--- src/rtl/div_ctrl_if.sv ---
// Handshake bundle between the EXE stage (master) and the iterative divider (slave).
interface div_ctrl_if;
    logic        div_start;
    logic        div_signed;
    logic [31:0] div_opdata1;
    logic [31:0] div_opdata2;
    logic        div_annul;
    logic        stallreq_exe;
    logic        div_ready;
    logic [63:0] div_result;

    modport master (
        output div_start, div_signed, div_opdata1, div_opdata2, div_annul,
        input  stallreq_exe, div_ready, div_result
    );

    modport slave (
        input  div_start, div_signed, div_opdata1, div_opdata2, div_annul,
        output stallreq_exe, div_ready, div_result
    );
endinterface

--- src/rtl/div_ctrl.sv ---
// 32-bit restoring divider (DIV/DIVU): 34 edges to div_ready, 2 on divide-by-zero.
// Holds the pipeline via stallreq_exe until div_ready; result held in END while div_start stays high.
module div_ctrl (
    input  logic      cpu_clk_50M,
    input  logic      cpu_rst,
    div_ctrl_if.slave div_bus
);
    typedef enum logic [1:0] {IDLE, BYZERO, ON, END} state_t;

    state_t      state, state_nxt;
    logic [5:0]  cnt, cnt_nxt;
    logic [64:0] part, part_nxt;      // [64:32] partial remainder, [31:0] quotient
    logic [31:0] divisor, divisor_nxt;
    logic        neg_quo, neg_quo_nxt;
    logic        neg_rem, neg_rem_nxt;
    logic        ready_q, ready_nxt;
    logic [63:0] result_q, result_nxt;

    logic        accept;
    logic [31:0] abs_op1, abs_op2;
    logic [64:0] shifted;
    logic [33:0] trial;
    logic [31:0] quo_fix, rem_fix;

    assign accept  = div_bus.div_start & ~div_bus.div_annul;
    assign abs_op1 = (div_bus.div_signed & div_bus.div_opdata1[31]) ?
                     (~div_bus.div_opdata1 + 32'd1) : div_bus.div_opdata1;
    assign abs_op2 = (div_bus.div_signed & div_bus.div_opdata2[31]) ?
                     (~div_bus.div_opdata2 + 32'd1) : div_bus.div_opdata2;

    assign shifted = part << 1;
    assign trial   = {1'b0, shifted[64:32]} - {2'b00, divisor};
    assign quo_fix = neg_quo ? (~part[31:0] + 32'd1) : part[31:0];
    assign rem_fix = neg_rem ? (~part[63:32] + 32'd1) : part[63:32];

    assign div_bus.div_ready    = ready_q;
    assign div_bus.div_result   = result_q;
    assign div_bus.stallreq_exe = div_bus.div_start & ~ready_q & ~div_bus.div_annul;

    always_ff @(posedge cpu_clk_50M or posedge cpu_rst) begin
        if (cpu_rst) begin
            state    <= IDLE;
            cnt      <= 6'd0;
            part     <= 65'd0;
            divisor  <= 32'd0;
            neg_quo  <= 1'b0;
            neg_rem  <= 1'b0;
            ready_q  <= 1'b0;
            result_q <= 64'd0;
        end else begin
            state    <= state_nxt;
            cnt      <= cnt_nxt;
            part     <= part_nxt;
            divisor  <= divisor_nxt;
            neg_quo  <= neg_quo_nxt;
            neg_rem  <= neg_rem_nxt;
            ready_q  <= ready_nxt;
            result_q <= result_nxt;
        end
    end

    always_comb begin
        state_nxt = state;
        unique case (state)
            IDLE:    if (accept) state_nxt = (div_bus.div_opdata2 == 32'd0) ? BYZERO : ON;
            BYZERO:  state_nxt = div_bus.div_annul ? IDLE : END;
            ON: begin
                if (div_bus.div_annul)  state_nxt = IDLE;
                else if (cnt == 6'd32)  state_nxt = END;
            end
            END:     if (div_bus.div_annul || !div_bus.div_start) state_nxt = IDLE;
            default: state_nxt = IDLE;
        endcase
    end

    always_comb begin
        cnt_nxt     = cnt;
        part_nxt    = part;
        divisor_nxt = divisor;
        neg_quo_nxt = neg_quo;
        neg_rem_nxt = neg_rem;
        ready_nxt   = ready_q;
        result_nxt  = result_q;
        unique case (state)
            IDLE: begin
                ready_nxt  = 1'b0;
                result_nxt = 64'd0;
                if (accept && div_bus.div_opdata2 != 32'd0) begin
                    cnt_nxt     = 6'd0;
                    part_nxt    = {33'd0, abs_op1};
                    divisor_nxt = abs_op2;
                    neg_quo_nxt = div_bus.div_signed & (div_bus.div_opdata1[31] ^ div_bus.div_opdata2[31]);
                    neg_rem_nxt = div_bus.div_signed & div_bus.div_opdata1[31];
                end
            end
            BYZERO: begin
                cnt_nxt    = 6'd0;
                ready_nxt  = ~div_bus.div_annul;
                result_nxt = 64'd0;
            end
            ON: begin
                if (div_bus.div_annul) begin
                    cnt_nxt    = 6'd0;
                    ready_nxt  = 1'b0;
                    result_nxt = 64'd0;
                end else if (cnt == 6'd32) begin
                    ready_nxt  = 1'b1;
                    result_nxt = {rem_fix, quo_fix};
                end else begin
                    // A borrow out of the trial subtraction means the step restores.
                    part_nxt = trial[33] ? shifted : {trial[32:0], shifted[31:1], 1'b1};
                    cnt_nxt  = cnt + 6'd1;
                end
            end
            END: begin
                if (div_bus.div_annul || !div_bus.div_start) begin
                    ready_nxt  = 1'b0;
                    result_nxt = 64'd0;
                end
            end
            default: begin
                ready_nxt  = 1'b0;
                result_nxt = 64'd0;
            end
        endcase
    end
endmodule

--- src/flat_wrapper.sv ---
// flat-port wrapper written by rule: the top's interface ports become plain ports
module div_ctrl_flat 
  (cpu_clk_50M, cpu_rst, div_bus_div_start, div_bus_div_signed, div_bus_div_opdata1, div_bus_div_opdata2, div_bus_div_annul, div_bus_stallreq_exe, div_bus_div_ready, div_bus_div_result);
  div_ctrl_if div_bus_i ();
  input  logic cpu_clk_50M;
  input  logic cpu_rst;
  input wire logic [$bits(div_bus_i.div_start)-1:0] div_bus_div_start;
  input wire logic [$bits(div_bus_i.div_signed)-1:0] div_bus_div_signed;
  input wire logic [$bits(div_bus_i.div_opdata1)-1:0] div_bus_div_opdata1;
  input wire logic [$bits(div_bus_i.div_opdata2)-1:0] div_bus_div_opdata2;
  input wire logic [$bits(div_bus_i.div_annul)-1:0] div_bus_div_annul;
  output wire logic [$bits(div_bus_i.stallreq_exe)-1:0] div_bus_stallreq_exe;
  output wire logic [$bits(div_bus_i.div_ready)-1:0] div_bus_div_ready;
  output wire logic [$bits(div_bus_i.div_result)-1:0] div_bus_div_result;
  assign div_bus_i.div_start = div_bus_div_start;
  assign div_bus_i.div_signed = div_bus_div_signed;
  assign div_bus_i.div_opdata1 = div_bus_div_opdata1;
  assign div_bus_i.div_opdata2 = div_bus_div_opdata2;
  assign div_bus_i.div_annul = div_bus_div_annul;
  assign div_bus_stallreq_exe = div_bus_i.stallreq_exe;
  assign div_bus_div_ready = div_bus_i.div_ready;
  assign div_bus_div_result = div_bus_i.div_result;
  div_ctrl u_core (.cpu_clk_50M(cpu_clk_50M), .cpu_rst(cpu_rst), .div_bus(div_bus_i));
endmodule
--- config.mk ---
export PLATFORM = sky130hd
export DESIGN_NAME = div_ctrl_flat
export DESIGN_NICKNAME = d
export VERILOG_FILES = /design/src/rtl/div_ctrl_if.sv /design/src/rtl/div_ctrl.sv /design/src/flat_wrapper.sv
export SDC_FILE = /design/constraint.sdc
export NUM_CORES = 1
export LEC_CHECK = 0
export ABC_AREA = 1
export BUFFER_PORTS_ARGS = -buffer_cell sky130_fd_sc_hd__buf_2
export CAP_MARGIN = 15
export CORE_UTILIZATION = 29
export DETAILED_ROUTE_END_ITERATION = 7
export GPL_TIMING_DRIVEN = 0
export HOLD_SLACK_MARGIN = 0.03
export MAX_ROUTING_LAYER = met4
export PLACE_DENSITY = 0.53
export SLEW_MARGIN = 20
export SYNTH_ARGS = -nofsm -noshare
export SYNTH_HDL_FRONTEND = slang
export SYNTH_SLANG_ARGS = --single-unit
--- constraint.sdc ---
create_clock -name cpu_clk_50M -period 7.3 [get_ports cpu_clk_50M]
set_clock_uncertainty 0.1 [all_clocks]
set_input_delay 1.46 -clock cpu_clk_50M [delete_from_list [all_inputs] [get_ports cpu_clk_50M]]
set_output_delay 1.46 -clock cpu_clk_50M [all_outputs]
set_load 0.005 [all_outputs]
After elaboration in Yosys (flattened, before gate mapping)
Index checks and enable logic that the tools add are counted.

Memories: 0. Output and inout port bits: 66. Bits in writable memories: 0. Latch bits: 0. Bits in registers: 171. Input bits: 69. ROM bits: 0. Logic and storage cells: 80.

Reductions and logical operators: 14. Add/subtract/negate cells: 6. Bitwise operators: 13. Equality and inequality tests: 11. Mux-type cells: 28. Shift-type cells: 0. Divide/modulo/power cells: 0. Order comparisons: 0. Multipliers: 0.

Operator list (number): $mux W64 (7); $pmux W64 S3 (1); $add A32 B1 Y32 const B (4); $mux W32 (4); $not A32 Y32 (4); $pmux W64 S2 (1); $sub A33 B32 Y34 (1); $logic_not A32 Y1 (1); $reduce_bool A32 Y1 (1); $mux W6 (3); $pmux W6 S3 (1); $mux W2 (6); $pmux W2 S4 (1); $add A6 B1 Y6 const B (1); $and A1 B1 Y1 (6); $eq A6 B6 Y1 const B (1); $ne A2 B1 Y1 const B (3); $reduce_and A3 Y1 (2); $eq A2 B2 Y1 const B (2); $ne A2 B2 Y1 const B (2); $pmux W1 S4 (1); $reduce_and A2 Y1 (2); $reduce_and A4 Y1 (1); $mux W1 (3); 12 further kinds (13).

Depth between registers and ports, before layout
Gate-level depths: netlist (run 1).

Word-level depth: 6. Depth in mapped cells: 18. Gate-level depth less buffers: 18.

Least setup slack after synthesis (run 1)
Ideal clock, no wire load.

Path kind: input to output. From: input port div_bus_div_annul. To: output port div_bus_stallreq_exe. Buffers on the path: 0. Setup slack: 4.018 ns. Data required time: 5.740 ns. Data arrival time: 1.722 ns. Cell stages on the path: 3. Cell sequence: inv_1 -> nand2_1 -> nor2_1.

Longest elaborated chain between the ends: 2.

RTL lines: start, declared (RTL line flat_wrapper.sv:11) `input wire logic [$bits(div_bus_i.div_annul)-1:0] div_bus_div_annul;`; $not A1 Y1 (RTL line div_ctrl.sv:38) `assign div_bus.stallreq_exe = div_bus.div_start & ~ready_q & ~div_bus.div_annul;`; $and A1 B1 Y1 (RTL line div_ctrl.sv:38); end, declared (RTL line flat_wrapper.sv:12) `output wire logic [$bits(div_bus_i.stallreq_exe)-1:0] div_bus_stallreq_exe;`.

Every way passes these cells.

Worst setup path after layout (run 1)
Same ends and word-level chain as after synthesis.

==> results.py, run 1 <==
metrics = {
    "setup_path": {
        "crit_type": "in -> out",
        "rr_endpoint": "u_core.div_bus.div_result[34]",
        "path_max_fanout": 4,
        "slowest_delay_ps": 160,
        "arrival_ps": 2140,
        "r2r_cells": 9,
        "crit_slowest_cell": "inv_1",
        "cp-end-kind": "output port",
        "path_cells": "buf_2, inv_1, nand2_1, nor2_1, buf_2",
        "worst_path_most_repeated_cell": "buf_2",
        "r2r_slack_ps": 4420,
        "critPathLaunchType": "primary input",
        "critPathRequiredTime_ps": 5740,
        "rr_startpoint": "u_core.state[0]",
    },
    "timing": {
        "fmax_mhz": 270,
        "tightest_slew_ps": 887,
        "layout_min_cycle_time_ps": 3700,
        "setup_ws_ps": 3600,
        "final_hold_viol_count": 0,
        "max-slew-margin-rel": 0.408,
        "setup_violations": 0,
        "post-route-period-util": 0.507,
        "final-max-slew-violation-count": 0,
        "rsz0062_at_grt": "false",
    },
    "placed_design": {
        "io_buffers": 134,
        "post-dp-hpwl_um": 40900,
        "dp.cells": 2794,
        "place_congestion": 0.938,
        "post-place-ws_ps": 3600,
    },
    "grt": {
        "grt_max_degree": 88,
        "gr-usage-all-layers": 0.223,
        "grt_overflow": 0,
        "grt_pass1_vias": 13200,
        "antenna_found_initial": 0,
        "grt_pass1_wl_um": 76500,
    },
    "floorplanning": {
        "dieArea_um2": 46200,
        "ioPinCount": 135,
        "die_h_um": 215,
        "fp-row-count": 77,
        "initial_core_util": 0.296,
        "die_w_um": 215,
        "core-area_um2": 44400,
    },
    "flow_run": {
        "timing.max_cap.violations": 0,
    },
    "routing": {
        "drt-pass1-iter-count": 5,
        "routed_wl_um": 50200,
        "wl_per_cell_um": 17.7,
        "drc": 0,
        "drt_iter0_drc": 1043,
        "viasPerCell": 4.92,
        "vias": 13900,
        "ant_nets": 0,
    },
    "power_and_ir_drop": {
        "combPwrFrac": 0.518,
        "p_int_w": 0.00246,
        "p_seq_frac": 0.291,
        "ir_drop_mv": 0.127,
        "p_per_area_nw_per_um2": 321,
        "p_clk_frac": 0.191,
        "switching_power_w": 0.00241,
        "p_sw_frac": 0.495,
        "p_leak_nw": 8.22,
    },
    "worst_hold_path": {
        "hold_start": "u_core.div_bus.div_result[25]",
        "hold_path.class": "reg -> reg",
        "whs_endpoint": "u_core.div_bus.div_result[25]",
        "holdPathStages": 2,
    },
    "clock_network": {
        "clkSinkCount": 171,
        "cts.path.max_buffers": 2,
        "cts_root_buf": "clkbuf_16",
        "clkSlewWorstSetupHoldPaths_ps": 70,
        "htree_levels": 4,
        "clk_latency_ps": 460,
        "cts_hold_buf": 0,
        "cts_resized": 0,
        "cts_tree": "yes",
        "postCtsSetupBuffers": 0,
        "cts_buffers": 17,
    },
    "cells_and_area": {
        "nNetsFinal": 2333,
        "fin_cells": 2827,
        "syn_to_final_growth_pct": 15.4,
        "nFillCells": 4954,
        "layout.area.seq_um2": 4280,
        "multiInputGateArea_um2": 7430,
        "drive_gt1_frac": 0.104,
    },
    "synthesis": {
        "synth_fp_nets": 2179,
        "postSynth.asyncResetShare": 1.00,
        "synth_area_um2": 13100,
        "yosys_warnings": 0,
        "syn_inst": 2067,
        "ys_ff_latch": 171,
        "synth_cell_type_count": 48,
        "yosysSeqAreaShare": 0.326,
        "synth_edf_count": 0,
        "syn_avg_cell_area_um2": 6.36,
        "synth_top_flop_cell": "dfrtp_1",
    },
    "status": {
        "outcome": "completed",
    },
}
==> registers in the layout (all words and copies together), names as in the netlist <==
name	flops
u_core.cnt	6
u_core.div_bus.div_ready	1
u_core.div_bus.div_result	64
u_core.divisor	32
u_core.neg_quo	1
u_core.neg_rem	1
u_core.part	64
u_core.state	2
==> layer usage <==
layer,wire length [um],track usage,vias up
li1,-,-,6947
met1,25100,0.312,6538
met2,21600,0.328,372
met3,2420,0.0340,60
met4,1130,0.0702,0
met5,0,-,-
==> area by class of cell <==
class	count	area share
clock inverters	12	0.00816
diodes	1	0.000165
inverters	293	0.0730
clock buffers	20	0.0301
plain buffers	65	0.0219
well taps	592	0.0488
repair buffers	135	0.0460
flip-flops and latches	171	0.282
multi-input cells	1538	0.490
==> synth_stat cells (9+ instances only) <==
| cell type | number | share of area |
|---|---|---|
| o21ai_0 | 104 | 0.040 |
| nand4_1 | 43 | 0.020 |
| nor2_1 | 156 | 0.045 |
| inv_1 | 283 | 0.081 |
| buf_2 | 16 | 0.0061 |
| o211ai_1 | 12 | 0.0069 |
| a21oi_1 | 75 | 0.029 |
| clkbuf_1 | 30 | 0.0086 |
| xor2_1 | 33 | 0.022 |
| o22ai_1 | 9 | 0.0043 |
| o31ai_1 | 9 | 0.0051 |
| nand3_1 | 213 | 0.081 |
| o21ai_1 | 48 | 0.018 |
| xnor2_1 | 16 | 0.011 |
| nand3b_1 | 10 | 0.0057 |
| nor3_1 | 29 | 0.011 |
| ha_1 | 42 | 0.040 |
| dfrtp_1 | 171 | 0.33 |
| nand2_1 | 687 | 0.20 |
==> how the worst max path moves through the flow <==
stage / startpoint / end / slack (ps)
after detailed placement: div_bus_div_annul / div_bus_stallreq_exe / 3600
after floorplan: cpu_rst / u_core.cnt[0] / 1110
after CTS: div_bus_div_annul / div_bus_stallreq_exe / 3590
after global placement: cpu_rst / u_core.divisor[18] / -1200
final: div_bus_div_annul / div_bus_stallreq_exe / 3600
after global routing: div_bus_div_annul / div_bus_stallreq_exe / 3530
==> cell families after synthesis <==
group | synth area share
and+or+nand+nor | 0.378
buffers and inverters | 0.109
AOI/OAI and AO/OA | 0.113
DFF | 0.326
xor gates and xnor gates | 0.0327
adders and majority gates | 0.0415
==> power by group through the flow <==
stage / clock network (W) / logic, W / registers (W)
after floorplan: 0 / 0.00165 / 0.00138
after global placement: 0 / 0.00249 / 0.00142
after detailed placement: 0 / 0.00250 / 0.00143
after CTS: 0.000942 / 0.00251 / 0.00142
after global routing: 0.000983 / 0.00282 / 0.00145
final: 0.000929 / 0.00252 / 0.00142
==> layout by cell type, fill, tap and decap left out, types with 5 or more instances in the layout <==
cell type and n:
a21oi_1 75, buf_1 6, buf_2 150, buf_4 8, buf_6 5, clkbuf_1 31
clkbuf_16 17, dfrtp_1 171, ha_1 42, inv_1 282, inv_2 8, inv_6 5
nand2_1 687, nand3_1 213, nand3b_1 10, nand4_1 43, nor2_1 156, nor2_2 6
nor3_1 29, nor4_1 5, o211ai_1 12, o21ai_0 104, o21ai_1 48, o22ai_1 9
o31ai_1 9, or2_2 6, xnor2_1 16, xor2_1 33
==> stage by stage <==
| stage | hold WS [ps] | total power, W | utilization | TNS (ps) | area (um2) |
|---|---|---|---|---|---|
| finish | 375 | 0.00487 | 0.342 | 0 | 15200 |
| global route | 401 | 0.00525 | 0.342 | 0 | 15200 |
| CTS | 383 | 0.00487 | 0.342 | 0 | 15200 |
| detailed placement | 364 | 0.00393 | 0.329 | 0 | 14600 |
| global placement | 360 | 0.00391 | 0.328 | -198560 | 14600 |
| floorplan | 349 | 0.00303 | - | 0 | 13100 |
==> worst max-delay path, delay by kind of cell <==
family                 cells  cell delay, ps
AND/OR/NAND/NOR            2             250
buffers and inverters      3             420
(Power assumes the default switching activity.)
==> inputs of run 2 (changes only) <==
==> constraint.sdc (replaced) <==
create_clock -name cpu_clk_50M -period 3.6 [get_ports cpu_clk_50M]
set_clock_uncertainty 0.1 [all_clocks]
set_input_delay 0.72 -clock cpu_clk_50M [delete_from_list [all_inputs] [get_ports cpu_clk_50M]]
set_output_delay 0.72 -clock cpu_clk_50M [all_outputs]
set_load 0.005 [all_outputs]
==> run 2 against run 1 <==
- worst hold slack worse by 220 ps
- register-to-register slack worse by 3700 ps
- flip-flop and latch count did not move
- worst setup slack got worse by 2900 ps
- utilization up 0.14 points
- first-iteration DRC count increased by 0.67%
- count of clock-buffer cells in the layout did not move
- largest power group unchanged
==> results.py, run 2 (synthesis gave the netlist of run 1 again) <==
metrics = {
    "clock_network": {
        "clkSlewWorstSetupHoldPaths_ps": 70,
        "postCtsSetupBuffers": 0,
        "cts.path.max_buffers": 2,
        "clk_latency_ps": 450,
        "clkSinkCount": 171,
        "cts_resized": 0,
        "cts_buffers": 17,
        "cts_hold_buf": 0,
        "cts_root_buf": "clkbuf_16",
        "htree_levels": 4,
        "cts_tree": "yes",
    },
    "floorplanning": {
        "core-area_um2": 44400,
        "ioPinCount": 135,
        "fp-row-count": 77,
        "initial_core_util": 0.296,
        "die_w_um": 215,
        "dieArea_um2": 46200,
        "die_h_um": 215,
    },
    "timing": {
        "final-max-slew-violation-count": 0,
        "tightest_slew_ps": 846,
        "layout_min_cycle_time_ps": 2890,
        "rsz0062_at_grt": "false",
        "setup_ws_ps": 705,
        "fmax_mhz": 345,
        "whs_ps": 152,
        "post-route-period-util": 0.804,
        "final_hold_viol_count": 0,
        "setup_violations": 0,
        "max-slew-margin-rel": 0.436,
    },
    "cells_and_area": {
        "layout_commonest_cell": "nand2_1",
        "multiInputGateArea_um2": 7430,
        "syn_to_final_growth_pct": 15.9,
        "layout_common_cells": "687 x nand2_1, 282 x inv_1, 213 x nand3_1",
        "layout.area.seq_um2": 4280,
        "fin_cells": 2831,
        "nFillCells": 4950,
        "stdcell_area_um2": 15200,
        "drive_gt1_frac": 0.105,
        "final_util": 0.343,
        "diodes": 0,
        "nNetsFinal": 2338,
    },
    "setup_path": {
        "slowest_delay_ps": 680,
        "critPathRequiredTime_ps": 3840,
        "crit_family": "buffers and inverters",
        "arrival_ps": 3130,
        "critPathBufInv": 3,
        "crit_slowest_cell": "clkbuf_1",
        "path_max_fanout": 10,
        "cp-end-kind": "flip-flop",
        "worst_path_most_repeated_cell": "nand2_1",
        "path_cells": "inv_1, ha_1, inv_2, nor2_8, nand2_1, nand2_2, clkbuf_1, nand2_1, o41ai_1",
        "crit_type": "reg -> reg",
        "critPathLaunchType": "flip-flop",
    },
    "routing": {
        "drt-pass1-iter-count": 6,
        "vias": 14000,
        "drc": 0,
        "ant_nets": 0,
        "viasPerCell": 4.94,
        "routed_wl_um": 50500,
        "drt_iter0_drc": 1050,
        "wl_per_cell_um": 17.8,
    },
    "power_and_ir_drop": {
        "combPwrFrac": 0.524,
        "p_int_w": 0.00491,
        "p_sw_frac": 0.500,
        "p_clk_frac": 0.184,
        "ir_drop_mv": 0.233,
        "p_per_area_nw_per_um2": 645,
        "switching_power_w": 0.00492,
        "p_leak_nw": 8.24,
        "p_seq_frac": 0.292,
    },
    "grt": {
        "grt_pass1_vias": 13500,
        "grt_overflow": 0,
        "grt_max_degree": 32,
        "grt_pass1_wl_um": 79100,
        "gr-usage-all-layers": 0.228,
        "antenna_found_initial": 0,
    },
    "placed_design": {
        "dpl_cell_area_um2": 14700,
        "io_buffers": 134,
        "post-dp-hpwl_um": 41400,
        "post-place-ws_ps": 659,
        "dp.cells": 2799,
        "place_congestion": 0.912,
    },
    "status": {
        "outcome": "completed",
    },
    "flow_run": {
        "timing.max_cap.violations": 0,
    },
    "worst_hold_path": {
        "hold_path.class": "in -> async",
    },
}
-- run 2: changes by cell type in the layout (fill, tap and decap cells not counted) --
| cell | change |
|---|---|
| buf_12 | +5 |
| clkinvlp_4 | +2 |
| bufinv_16 | -1 |
| clkbuf_1 | +1 |
| clkbuf_8 | -1 |
| diode_2 | -1 |
| inv_6 | -1 |
-- run 2: area by class of cell --
cell class	instances	area share
clock inverters	12	0.00682
clock buffers	20	0.0293
multi-input cells	1538	0.488
flip-flops and latches	171	0.281
well taps	592	0.0486
plain buffers	65	0.0218
inverters	293	0.0724
repair buffers	140	0.0524
-- run 2: worst reg2reg max path, stage by stage (launching register included) --
cell	delay (ps)
dfrtp_1	390
inv_1	130
ha_1	340
inv_2	250
nor2_8	240
nand2_1	150
nand2_2	290
clkbuf_1	680
nand2_1	110
o41ai_1	100
-- run 2: path summary, 6_finish.rpt --
kind	depth (start not counted)	start	slack [ps]	to
max reg2reg	9	u_core.state[0]	710	u_core.div_bus.div_result[34]
max	9	u_core.state[0]	710	u_core.div_bus.div_result[34]
max in group asynchronous	6	cpu_rst	2100	u_core.divisor[12]
min	2	cpu_rst	150	u_core.div_bus.div_result[12]
min reg2reg	2	u_core.div_bus.div_result[53]	380	u_core.div_bus.div_result[53]
min in group cpu_clk_50M	2	u_core.div_bus.div_result[53]	380	u_core.div_bus.div_result[53]
-- run 2: layer usage --
metal / GRT usage / vias to the layer above / wire length (um)
li1: - / 6974 / -
met1: 0.319 / 6571 / 24900
met2: 0.346 / 377 / 22100
met3: 0.0290 / 54 / 2590
met4: 0.0602 / 0 / 892
met5: - / - / 0
-- run 2: stage by stage --
stage / power [W] / TNS (ps)
global route: 0.0106 / 0
CTS: 0.00984 / 0
detailed placement: 0.00799 / 0
global placement: 0.00793 / -114140
finish: 0.00983 / 0
floorplan: 0.00614 / 0
-- run 2: power groups by stage --
stage	combinational, W	clock (W)	sequential [W]
after floorplan	0.00335	0	0.00279
after global placement	0.00504	0	0.00289
after detailed placement	0.00509	0	0.00290
after CTS	0.00512	0.00185	0.00287
after global routing	0.00575	0.00192	0.00295
final	0.00515	0.00181	0.00287
